## src/rtl/lotr_pkg.sv

```systemverilog
// Shared types and constants for the lotr tile.
// Holds the C2F opcode type, UART command bytes and FSM state types.
package lotr_pkg;

  typedef enum logic [1:0] {
    RD = 2'b00,
    WR = 2'b01
  } t_opcode;

  localparam logic [7:0] UART_CMD_WR = 8'h57;
  localparam logic [7:0] UART_CMD_RD = 8'h52;

  typedef enum logic [1:0] {
    BIT_IDLE,
    BIT_START,
    BIT_DATA,
    BIT_STOP
  } t_bit_state;

  typedef enum logic [1:0] {
    CMD_OP,
    CMD_ADDR,
    CMD_DATA,
    CMD_ISSUE
  } t_cmd_state;

endpackage

```

## src/rtl/uart_rx_byte.sv

```systemverilog
// UART byte receiver: 2-flop synchronizer, bit FSM, baud counter.
// Ports: clk, rst, uart_rx in; byte_valid, byte_data, frame_err out.
module uart_rx_byte
  import lotr_pkg::*;
#(
  parameter int CPB       = 2083,
  parameter bit LSB_FIRST = 1'b0
) (
  input  logic       clk,
  input  logic       rst,
  input  logic       uart_rx,
  output logic       byte_valid,
  output logic [7:0] byte_data,
  output logic       frame_err
);

  localparam int CW = $clog2(CPB + 1);
  localparam logic [CW-1:0] CPB_C  = CW'(CPB);
  localparam logic [CW-1:0] HALF_C = CW'(CPB / 2);
  localparam logic [CW-1:0] ONE_C  = CW'(1);

  logic [1:0]    sync;
  logic          rx;
  logic          rx_prev;
  t_bit_state    st;
  logic [CW-1:0] cnt;
  logic [2:0]    bit_idx;
  logic [7:0]    shift;
  logic          expire;

  assign rx     = sync[1];
  assign expire = (cnt == ONE_C);

  always_ff @(posedge clk or posedge rst) begin
    if (rst) begin
      sync       <= 2'b11;
      rx_prev    <= 1'b1;
      st         <= BIT_IDLE;
      cnt        <= '0;
      bit_idx    <= '0;
      shift      <= '0;
      byte_valid <= 1'b0;
      byte_data  <= '0;
      frame_err  <= 1'b0;
    end else begin
      sync       <= {sync[0], uart_rx};
      rx_prev    <= rx;
      byte_valid <= 1'b0;
      frame_err  <= 1'b0;
      unique case (st)
        BIT_IDLE: begin
          if (rx_prev && !rx) begin
            cnt <= HALF_C;
            st  <= BIT_START;
          end
        end
        BIT_START: begin
          if (!expire) begin
            cnt <= cnt - ONE_C;
          end else if (rx) begin
            st <= BIT_IDLE;
          end else begin
            cnt     <= CPB_C;
            bit_idx <= '0;
            st      <= BIT_DATA;
          end
        end
        BIT_DATA: begin
          if (!expire) begin
            cnt <= cnt - ONE_C;
          end else begin
            if (LSB_FIRST) shift <= {rx, shift[7:1]};
            else           shift <= {shift[6:0], rx};
            cnt     <= CPB_C;
            bit_idx <= bit_idx + 3'd1;
            if (bit_idx == 3'd7) st <= BIT_STOP;
          end
        end
        BIT_STOP: begin
          if (!expire) begin
            cnt <= cnt - ONE_C;
          end else begin
            // A low stop bit drops the byte; only one pulse fires.
            if (rx) begin
              byte_valid <= 1'b1;
              byte_data  <= shift;
            end else begin
              frame_err <= 1'b1;
            end
            st <= BIT_IDLE;
          end
        end
        default: st <= BIT_IDLE;
      endcase
    end
  end

endmodule

```

## src/rtl/uart_cmd_rx.sv

```systemverilog
// UART debug command engine: decodes W/R frames into C2F requests.
// Ports: clk, rst, uart_rx, req_stall in; C2F_Req*, error pulses out.
module uart_cmd_rx
  import lotr_pkg::*;
#(
  parameter int         CLK_FREQ_HZ = 20_000_000,
  parameter int         BAUD_RATE   = 9600,
  parameter bit         LSB_FIRST   = 1'b0,
  parameter int         N_DATA_BITS = 8,
  parameter logic [1:0] TID         = 2'b00
) (
  input  logic        clk,
  input  logic        rst,
  input  logic        uart_rx,
  output logic        C2F_ReqValidQ500H,
  output t_opcode     C2F_ReqOpcodeQ500H,
  output logic [31:0] C2F_ReqAddressQ500H,
  output logic [31:0] C2F_ReqDataQ500H,
  output logic [1:0]  C2F_ReqThreadIDQ500H,
  input  logic        req_stall,
  output logic        frame_err,
  output logic        cmd_err,
  output logic        overrun
);

  localparam int CPB = CLK_FREQ_HZ / BAUD_RATE;

  if (CPB < 4) begin : g_cpb_chk
    $error("uart_cmd_rx: CLK_FREQ_HZ/BAUD_RATE must be >= 4");
  end
  if (N_DATA_BITS != 8) begin : g_nbits_chk
    $error("uart_cmd_rx: N_DATA_BITS must be 8");
  end

  logic       byte_valid;
  logic [7:0] byte_data;
  t_cmd_state st;
  logic [1:0] byte_cnt;

  uart_rx_byte #(
    .CPB       (CPB),
    .LSB_FIRST (LSB_FIRST)
  ) u_rx (
    .clk        (clk),
    .rst        (rst),
    .uart_rx    (uart_rx),
    .byte_valid (byte_valid),
    .byte_data  (byte_data),
    .frame_err  (frame_err)
  );

  assign C2F_ReqThreadIDQ500H = TID;

  always_ff @(posedge clk or posedge rst) begin
    if (rst) begin
      st                  <= CMD_OP;
      byte_cnt            <= '0;
      C2F_ReqValidQ500H   <= 1'b0;
      C2F_ReqOpcodeQ500H  <= RD;
      C2F_ReqAddressQ500H <= '0;
      C2F_ReqDataQ500H    <= '0;
      cmd_err             <= 1'b0;
      overrun             <= 1'b0;
    end else begin
      cmd_err <= 1'b0;
      overrun <= 1'b0;
      if (st == CMD_ISSUE) begin
        // Fields stay frozen until the fabric takes the request.
        if (!req_stall) begin
          C2F_ReqValidQ500H <= 1'b0;
          st                <= CMD_OP;
        end
        if (byte_valid) overrun <= 1'b1;
      end else if (frame_err) begin
        st <= CMD_OP;
      end else if (byte_valid) begin
        unique case (st)
          CMD_OP: begin
            byte_cnt <= '0;
            unique case (1'b1)
              (byte_data == UART_CMD_WR): begin
                C2F_ReqOpcodeQ500H <= WR;
                st                 <= CMD_ADDR;
              end
              (byte_data == UART_CMD_RD): begin
                C2F_ReqOpcodeQ500H <= RD;
                st                 <= CMD_ADDR;
              end
              default: cmd_err <= 1'b1;
            endcase
          end
          CMD_ADDR: begin
            C2F_ReqAddressQ500H <= {C2F_ReqAddressQ500H[23:0], byte_data};
            byte_cnt            <= byte_cnt + 2'd1;
            if (byte_cnt == 2'd3) begin
              if (C2F_ReqOpcodeQ500H == WR) begin
                st <= CMD_DATA;
              end else begin
                C2F_ReqDataQ500H  <= '0;
                C2F_ReqValidQ500H <= 1'b1;
                st                <= CMD_ISSUE;
              end
            end
          end
          CMD_DATA: begin
            C2F_ReqDataQ500H <= {C2F_ReqDataQ500H[23:0], byte_data};
            byte_cnt         <= byte_cnt + 2'd1;
            if (byte_cnt == 2'd3) begin
              C2F_ReqValidQ500H <= 1'b1;
              st                <= CMD_ISSUE;
            end
          end
          default: st <= CMD_OP;
        endcase
      end
    end
  end

endmodule

```

## config.mk

```make
export PLATFORM = sky130hd
export DESIGN_NAME = uart_cmd_rx
export DESIGN_NICKNAME = d
export VERILOG_FILES = /design/src/rtl/lotr_pkg.sv /design/src/rtl/uart_rx_byte.sv /design/src/rtl/uart_cmd_rx.sv
export SDC_FILE = /design/constraint.sdc
export NUM_CORES = 1
export LEC_CHECK = 0
export BUFFER_PORTS_ARGS = -buffer_cell sky130_fd_sc_hd__buf_2
export CAP_MARGIN = 10
export CORE_MARGIN = 2
export CORE_UTILIZATION = 35
export CTS_BUF_LIST = sky130_fd_sc_hd__clkbuf_2
export DETAILED_ROUTE_END_ITERATION = 10
export SLEW_MARGIN = 5
export SYNTH_ARGS = -nofsm -noshare
export SYNTH_HDL_FRONTEND = slang
export SYNTH_HIERARCHICAL = 1
export SYNTH_SLANG_ARGS = --single-unit
```

## constraint.sdc

```tcl
create_clock -name clk -period 2.74 [get_ports clk]
set_clock_uncertainty 0.05 [all_clocks]
set_input_delay 0.274 -clock clk [delete_from_list [all_inputs] [get_ports clk]]
set_output_delay 0.274 -clock clk [all_outputs]
set_load 0.02 [all_outputs]
```

==> results.py, run 1 <==
metrics = {
    "global_route": {
        "grt_use_met2_pct": 21.9,
        "grt_pass1_wl_mm": 16.4,
        "grtUsageMet3_pct": 3.43,
        "grt.busiest_layer": "met2",
        "use_met1_pct": 18.0,
        "overflow": 0,
        "grt_max_degree": 65,
        "antenna_found_initial": 0,
        "grt_pass1_vias": 3313,
        "grtUsageTotal_pct": 13.6,
    },
    "final_layout": {
        "drive_gt1_share_pct": 31.0,
        "fillCellCount": 1356,
        "final_cells": 702,
        "finalNetCount": 537,
        "n_antenna_cell": 0,
        "multi_input_area_um2": 2070,
        "seqCellArea_um2": 2760,
        "area_delta_synth_final_pct": 13.4,
    },
    "critical_path": {
        "path_common_cell": "and3_1",
        "r2r_slack_ns": 0.52,
        "path_max_fanout": 9,
        "arrival_ns": 2.67,
        "slowest_stage": "dfrtp_1",
        "worstReg2RegEnd": "u_rx/byte_data[5]",
        "end_kind": "flop",
        "path_class": "flop to flop",
        "crit_path_start_kind": "flop",
        "cp_data_required_time_ns": 3.19,
        "cp_top_family": "simple AND/OR/NAND/NOR gates",
        "cpPeakStageDelay_ns": 0.48,
        "crit_chain": "nor4_1 > and3_1 > and3_1 > mux2_2",
        "reg2reg_depth": 4,
        "endpoint": "u_rx/byte_data[5]",
        "r2r_start": "u_rx/cnt[6]",
        "critical_path_buf_inv_count": 0,
        "worstSetupStartpoint": "u_rx/cnt[6]",
        "cp_num_cells": 4,
    },
    "synth": {
        "synth_common_cells": "dfrtp_1 (107), nand2_1 (84), mux2_2 (48)",
        "synth-seq-area-share_pct": 54.9,
        "syn-cell-area_um2": 5020,
        "synth_edf_count": 0,
        "synthAdderAreaFrac_pct": 3.99,
        "syn_area_per_cell_um2": 11.3,
        "synthMuxAreaShare_pct": 11.7,
        "synth.most_common_cell": "dfrtp_1",
        "synth_top_family_by_area": "simple AND/OR/NAND/NOR gates",
        "syn_inst": 443,
        "synthXorXnorAreaFrac_pct": 0.175,
        "synth-async-reset-ratio_pct": 100,
        "ys.flop_type": "dfrtp_1",
        "yosys.area_share.simple_pct": 14.8,
        "ys_seq_elements": 110,
        "yosysTopAreaCell": "dfrtp_1",
        "yosysWarnings": 6,
        "synth-compound-area-share_pct": 10.3,
        "synth.top_cell.area_share_pct": 53.4,
        "yosysUniqueCellTypes": 59,
        "netlist_top_cells_area": "dfrtp_1 (53%), mux2_2 (11%), nand2_1 (6.3%), ha_1 (4.0%), o21ai_0 (3.4%)",
    },
    "drt": {
        "dr_total_vias": 3509,
        "firstDrtPassIters": 4,
        "drtIter0Drc": 236,
        "ant_nets": 0,
        "drt_drc_violations_left": 0,
        "via_per_inst": 5.00,
        "drt_wl_total_mm": 10.0,
        "routedWlPerCell_um": 14.3,
    },
    "clock_network": {
        "clock_sinks": 110,
        "cts_buffers": 9,
        "ctsResizeCount": 0,
        "clk_pin_slew_ns": 0.32,
        "tritoncts": "yes",
        "htree_levels": 3,
        "clk_latency_ns": 0.60,
        "root_buffer": "clkbuf_2",
        "cts_buffer_depth": 2,
    },
    "sta": {
        "hold_violations": 0,
        "tightestPinTransition_ns": 0.826,
        "final_max_slew_viol_count": 0,
        "finalWorstPathRequiredPeriod_ns": 2.22,
        "fmax_ghz": 0.451,
        "timing.setup.tns_ns": 0,
        "setup_ws_ns": 0.522,
        "timing.final.crit_share_pct": 81.0,
        "setup_viol": 0,
        "relSlewSlack_pct": 44.5,
        "rsz0062_at_grt": "no",
        "hold_ws_ns": 0.0886,
    },
    "power": {
        "ir_drop_mv": 0.466,
        "p_per_area_nw_per_um2": 675,
        "power.leakage_uw": 0.00286,
        "p_total_uw": 3840,
    },
    "floorplanning": {
        "core_um2": 13900,
        "initial_core_util_pct": 36.0,
        "io_pins": 76,
        "std_cell_rows": 43,
        "chipHeight_um": 124,
        "dieArea_um2": 15300,
        "die_x_um": 124,
    },
    "min_path": {
        "hold_path.class": "input port to async pin",
    },
    "placement": {
        "post-place-ws_ns": 0.555,
        "gp_congestion": 0.865,
        "dp_hpwl_mm": 7.03,
        "numPortBuffers": 72,
        "dp_cells": 683,
    },
    "outcome": {
        "status": "completed",
    },
    "flow_run": {
        "drv_cap": 0,
    },
}
placed cells by master, fill, tap and decap left out, types with 3 or more instances in the layout:
| cell type | synthesis | final |
|---|---|---|
| a211oi_1 | 4 | 4 |
| a21oi_1 | 7 | 7 |
| a31oi_1 | 10 | 10 |
| and3_1 | 3 | 3 |
| buf_2 | 2 | 72 |
| buf_4 | 8 | 7 |
| clkbuf_2 | 1 | 9 |
| conb_1 | 1 | 3 |
| dfrtp_1 | 107 | 107 |
| dfstp_2 | 3 | 3 |
| dlygate4sd3_1 | 0 | 3 |
| ha_1 | 16 | 16 |
| inv_1 | 10 | 9 |
| inv_6 | 0 | 3 |
| mux2_2 | 48 | 48 |
| mux2i_1 | 3 | 3 |
| nand2_1 | 84 | 84 |
| nand2b_1 | 8 | 8 |
| nand3_1 | 9 | 9 |
| nand4_1 | 4 | 4 |
| nor2_1 | 6 | 6 |
| nor2b_1 | 3 | 3 |
| nor3_1 | 7 | 7 |
| nor4_1 | 3 | 3 |
| o211ai_1 | 4 | 4 |
| o21ai_0 | 34 | 34 |
| o21ai_1 | 6 | 6 |
layout make-up:
cell class / count / share of cell area, %
Multi-Input combinational cell: 303 / 36.4
Clock buffer: 9 / 0.792
Timing Repair Buffer: 83 / 8.14
Clock inverter: 7 / 1.63
Tap cell: 180 / 3.96
Sequential cell: 110 / 48.4
Inverter: 10 / 0.660
kinds of logic after synthesis:
family / count (synthesis)
buffers and inverters: 32
other: 1
AO/OA/AOI/OAI: 83
AND/OR/NAND/NOR: 148
multiplexers: 52
XOR/XNOR: 1
flip-flops: 110
adder cells (fa/ha/maj): 16
timing repair:
action	CTS	global route
setup endpoints to repair	0	0
hold endpoints to repair	111	0
buffers inserted	0	0
hold buffers	3	0
stage by stage:
| step | utilization, % | instance area (µm²) |
|---|---|---|
| detailed placement | 39.6 | 5520 |
| CTS | 40.8 | 5690 |
| finish | 40.8 | 5690 |
| floorplan | - | 5020 |
| global placement | 39.6 | 5520 |
| global route | 40.8 | 5690 |
per-layer routing:
layer / wire length (µm) / vias to the layer above
li1: - / 1701
met1: 4620 / 1701
met2: 4800 / 96
met3: 487 / 11
met4: 93 / 0
met5: 0 / -
power by group:
group / total, µW / internal (µW) / switching, µW
clock network: 799 / 235 / 564
registers: 1870 / 1740 / 128
logic: 1170 / 473 / 698
state kept, by name, summed over array words and instances (netlist names), 2 cells and up, named ones only:
register	count
u_rx/byte_data	8
u_rx/sync	2
byte_cnt	2
u_rx/bit_idx	3
C2F_ReqDataQ500H	32
st	2
u_rx/shift	8
C2F_ReqAddressQ500H	32
u_rx/cnt	12
worst min-delay path, stage by stage:
cell and delay, ns:
dlygate4sd3_1 0.53, buf_2 0.13, inv_2 0.29
how the worst min path moves through the flow:
stage	start	endpoint	slack, ns	depth (start not counted)
after floorplan	uart_rx	u_rx/sync[0]	0.23	0
after global placement	rst	C2F_ReqAddressQ500H[5]	0.23	2
final	rst	C2F_ReqAddressQ500H[9]	0.09	3
after global routing	rst	C2F_ReqAddressQ500H[9]	0.02	3
after CTS	rst	C2F_ReqAddressQ500H[25]	0.05	3
after detailed placement	rst	C2F_ReqAddressQ500H[5]	0.24	2
Note: power is estimated with default switching activity, not from simulation.
==> run 2: changes to the inputs <==
==> constraint.sdc (replaced) <==
create_clock -name clk -period 2.1 [get_ports clk]
set_clock_uncertainty 0.05 [all_clocks]
set_input_delay 0.21 -clock clk [delete_from_list [all_inputs] [get_ports clk]]
set_output_delay 0.21 -clock clk [all_outputs]
set_load 0.02 [all_outputs]
==> run 2 against run 1 <==
Effect of this change: final cell count grew 1.6%; register-to-register slack lost 0.42 ns; clock-buffer cell count is the same; global-route usage grew 0.40 points; via count is the same; critical path depth grew 3; flip-flop and latch count is the same; power grew 33%.
==> results.py, run 2 (same netlist as run 1, synthesis figures left out) <==
metrics = {
    "final_layout": {
        "final_common_cell": "dfrtp_1",
        "area_delta_synth_final_pct": 16.0,
        "finalNetCount": 548,
        "final_util_pct": 41.8,
        "most-common-layout-cells": "dfrtp_1 (107), nand2_1 (84), buf_2 (72), mux2_2 (48), o21ai_0 (34)",
        "drive_gt1_share_pct": 33.2,
        "reg.largest.list": "C2F_ReqAddressQ500H x32, C2F_ReqDataQ500H x32, u_rx/cnt x12",
        "n_antenna_cell": 0,
    },
    "floorplanning": {
        "dieArea_um2": 15300,
        "die_x_um": 124,
        "core_um2": 13900,
        "io_pins": 76,
        "chipHeight_um": 124,
        "std_cell_rows": 43,
        "initial_core_util_pct": 36.0,
    },
    "clock_network": {
        "clk_pin_slew_ns": 0.31,
        "cts_buffer_depth": 2,
        "tritoncts": "yes",
        "cts_buffers": 9,
        "clk_latency_ns": 0.59,
        "root_buffer": "clkbuf_2",
        "htree_levels": 3,
        "clock_sinks": 110,
    },
    "min_path": {
        "hold_path.class": "input port to async pin",
    },
    "global_route": {
        "grt_pass1_wl_mm": 16.8,
        "grt_max_degree": 73,
        "overflow": 0,
        "grt_pass1_vias": 3317,
        "grtUsageTotal_pct": 14.0,
        "antenna_found_initial": 0,
    },
    "power": {
        "p_int_uw": 3300,
        "sw_frac_of_total_pct": 35.6,
        "p_clk_share_pct": 19.6,
        "ir_drop_mv": 0.748,
        "p_switching_uw": 1820,
        "p_comb_share_pct": 32.7,
        "p_per_area_nw_per_um2": 880,
        "power_frac_seq_pct": 47.7,
        "p_total_uw": 5120,
        "power.leakage_uw": 0.00293,
    },
    "placement": {
        "gp_congestion": 0.864,
        "numPortBuffers": 72,
        "post-place-ws_ns": 0.0656,
        "dp_hpwl_mm": 7.30,
    },
    "sta": {
        "setup_viol": 0,
        "hold_violations": 0,
        "fmax_ghz": 0.501,
        "finalWorstPathRequiredPeriod_ns": 2.00,
        "final_max_slew_viol_count": 0,
        "setup_ws_ns": 0.102,
        "timing.final.crit_share_pct": 95.1,
    },
    "critical_path": {
        "cp_data_required_time_ns": 2.55,
        "path_class": "flop to flop",
        "crit_path_start_kind": "flop",
        "path_max_fanout": 5,
        "reg2reg_depth": 7,
        "worstReg2RegEnd": "u_rx/cnt[5]",
        "end_kind": "flop",
        "arrival_ns": 2.44,
        "r2r_slack_ns": 0.10,
        "r2r_start": "u_rx/cnt[1]",
    },
    "outcome": {
        "status": "completed",
    },
    "drt": {
        "routedWlPerCell_um": 14.3,
        "drt_drc_violations_left": 0,
        "drtIter0Drc": 245,
        "firstDrtPassIters": 4,
        "drt_wl_total_mm": 10.2,
        "via_per_inst": 4.92,
        "ant_nets": 0,
        "dr_total_vias": 3509,
    },
    "flow_run": {
        "drv_cap": 0,
    },
}
==> run 2: metrics by stage <==
| stage | hold slack, ns | cells | setup TNS [ns] | instance area [µm²] |
|---|---|---|---|---|
| after global routing | 0.0970 | 713 | -0.00600 | 5820 |
| final | 0.148 | 713 | 0 | 5820 |
| after global placement | 0.267 | 693 | 0 | 5630 |
| after floorplan | 0.164 | 445 | 0 | 5020 |
| after detailed placement | 0.268 | 693 | 0 | 5630 |
| after CTS | 0.130 | 712 | 0 | 5790 |
==> run 2: power by group through the flow <==
stage	Combinational (µW)	Sequential (µW)	Clock, µW
finish	1670	2440	1010
global route	1850	2480	1150
CTS	1640	2430	1060
detailed placement	1630	2460	0
global placement	1610	2460	0
floorplan	1160	2430	0
==> run 2: worst max-delay path: stages (launching register included) <==
cell and delay [ns]:
dfrtp_1 0.46, inv_1 0.08, ha_1 0.16, or3b_4 0.41
nor4b_4 0.35, buf_4 0.19, a211oi_1 0.05, o22a_1 0.18
==> run 2: area by class of cell <==
cell class              count  area [µm²]
multi-input cells         303        2090
clock buffers               9        45.0
fillers                  1364        8110
repair buffers             94         583
inverters                  10        37.5
flip-flops and latches    110        2760
well taps                 180         225
clock inverters             7        82.6
==> run 2: per-layer routing <==
layer | global-route usage, % | share of wire, %
met5 | 0 | 0
met4 | 4.12 | 1.0
met3 | 3.43 | 5.4
met2 | 22.3 | 47
met1 | 19.0 | 46
==> run 2: how the worst max path moves through the flow <==
stage / from / end / slack [ns] / depth (start not counted)
floorplan: rst / C2F_ReqAddressQ500H[0] / 0.02 / 1
global placement: u_rx/cnt[1] / u_rx/cnt[5] / 0.10 / 7
CTS: u_rx/cnt[1] / u_rx/cnt[5] / 0.04 / 7
detailed placement: u_rx/cnt[1] / u_rx/cnt[5] / 0.07 / 7
finish: u_rx/cnt[1] / u_rx/cnt[5] / 0.10 / 7
global route: u_rx/cnt[1] / u_rx/cnt[5] / -0.006 / 7
==> run 2: timing repair <==
| action | 4_1_cts | 5_1_grt |
|---|---|---|
| resized for setup | 0 | 4 |
| hold buffers | 3 | 0 |
| setup endpoints to repair | 0 | 9 |
| setup buffers | 0 | 1 |
| hold endpoints to repair | 114 | 0 |
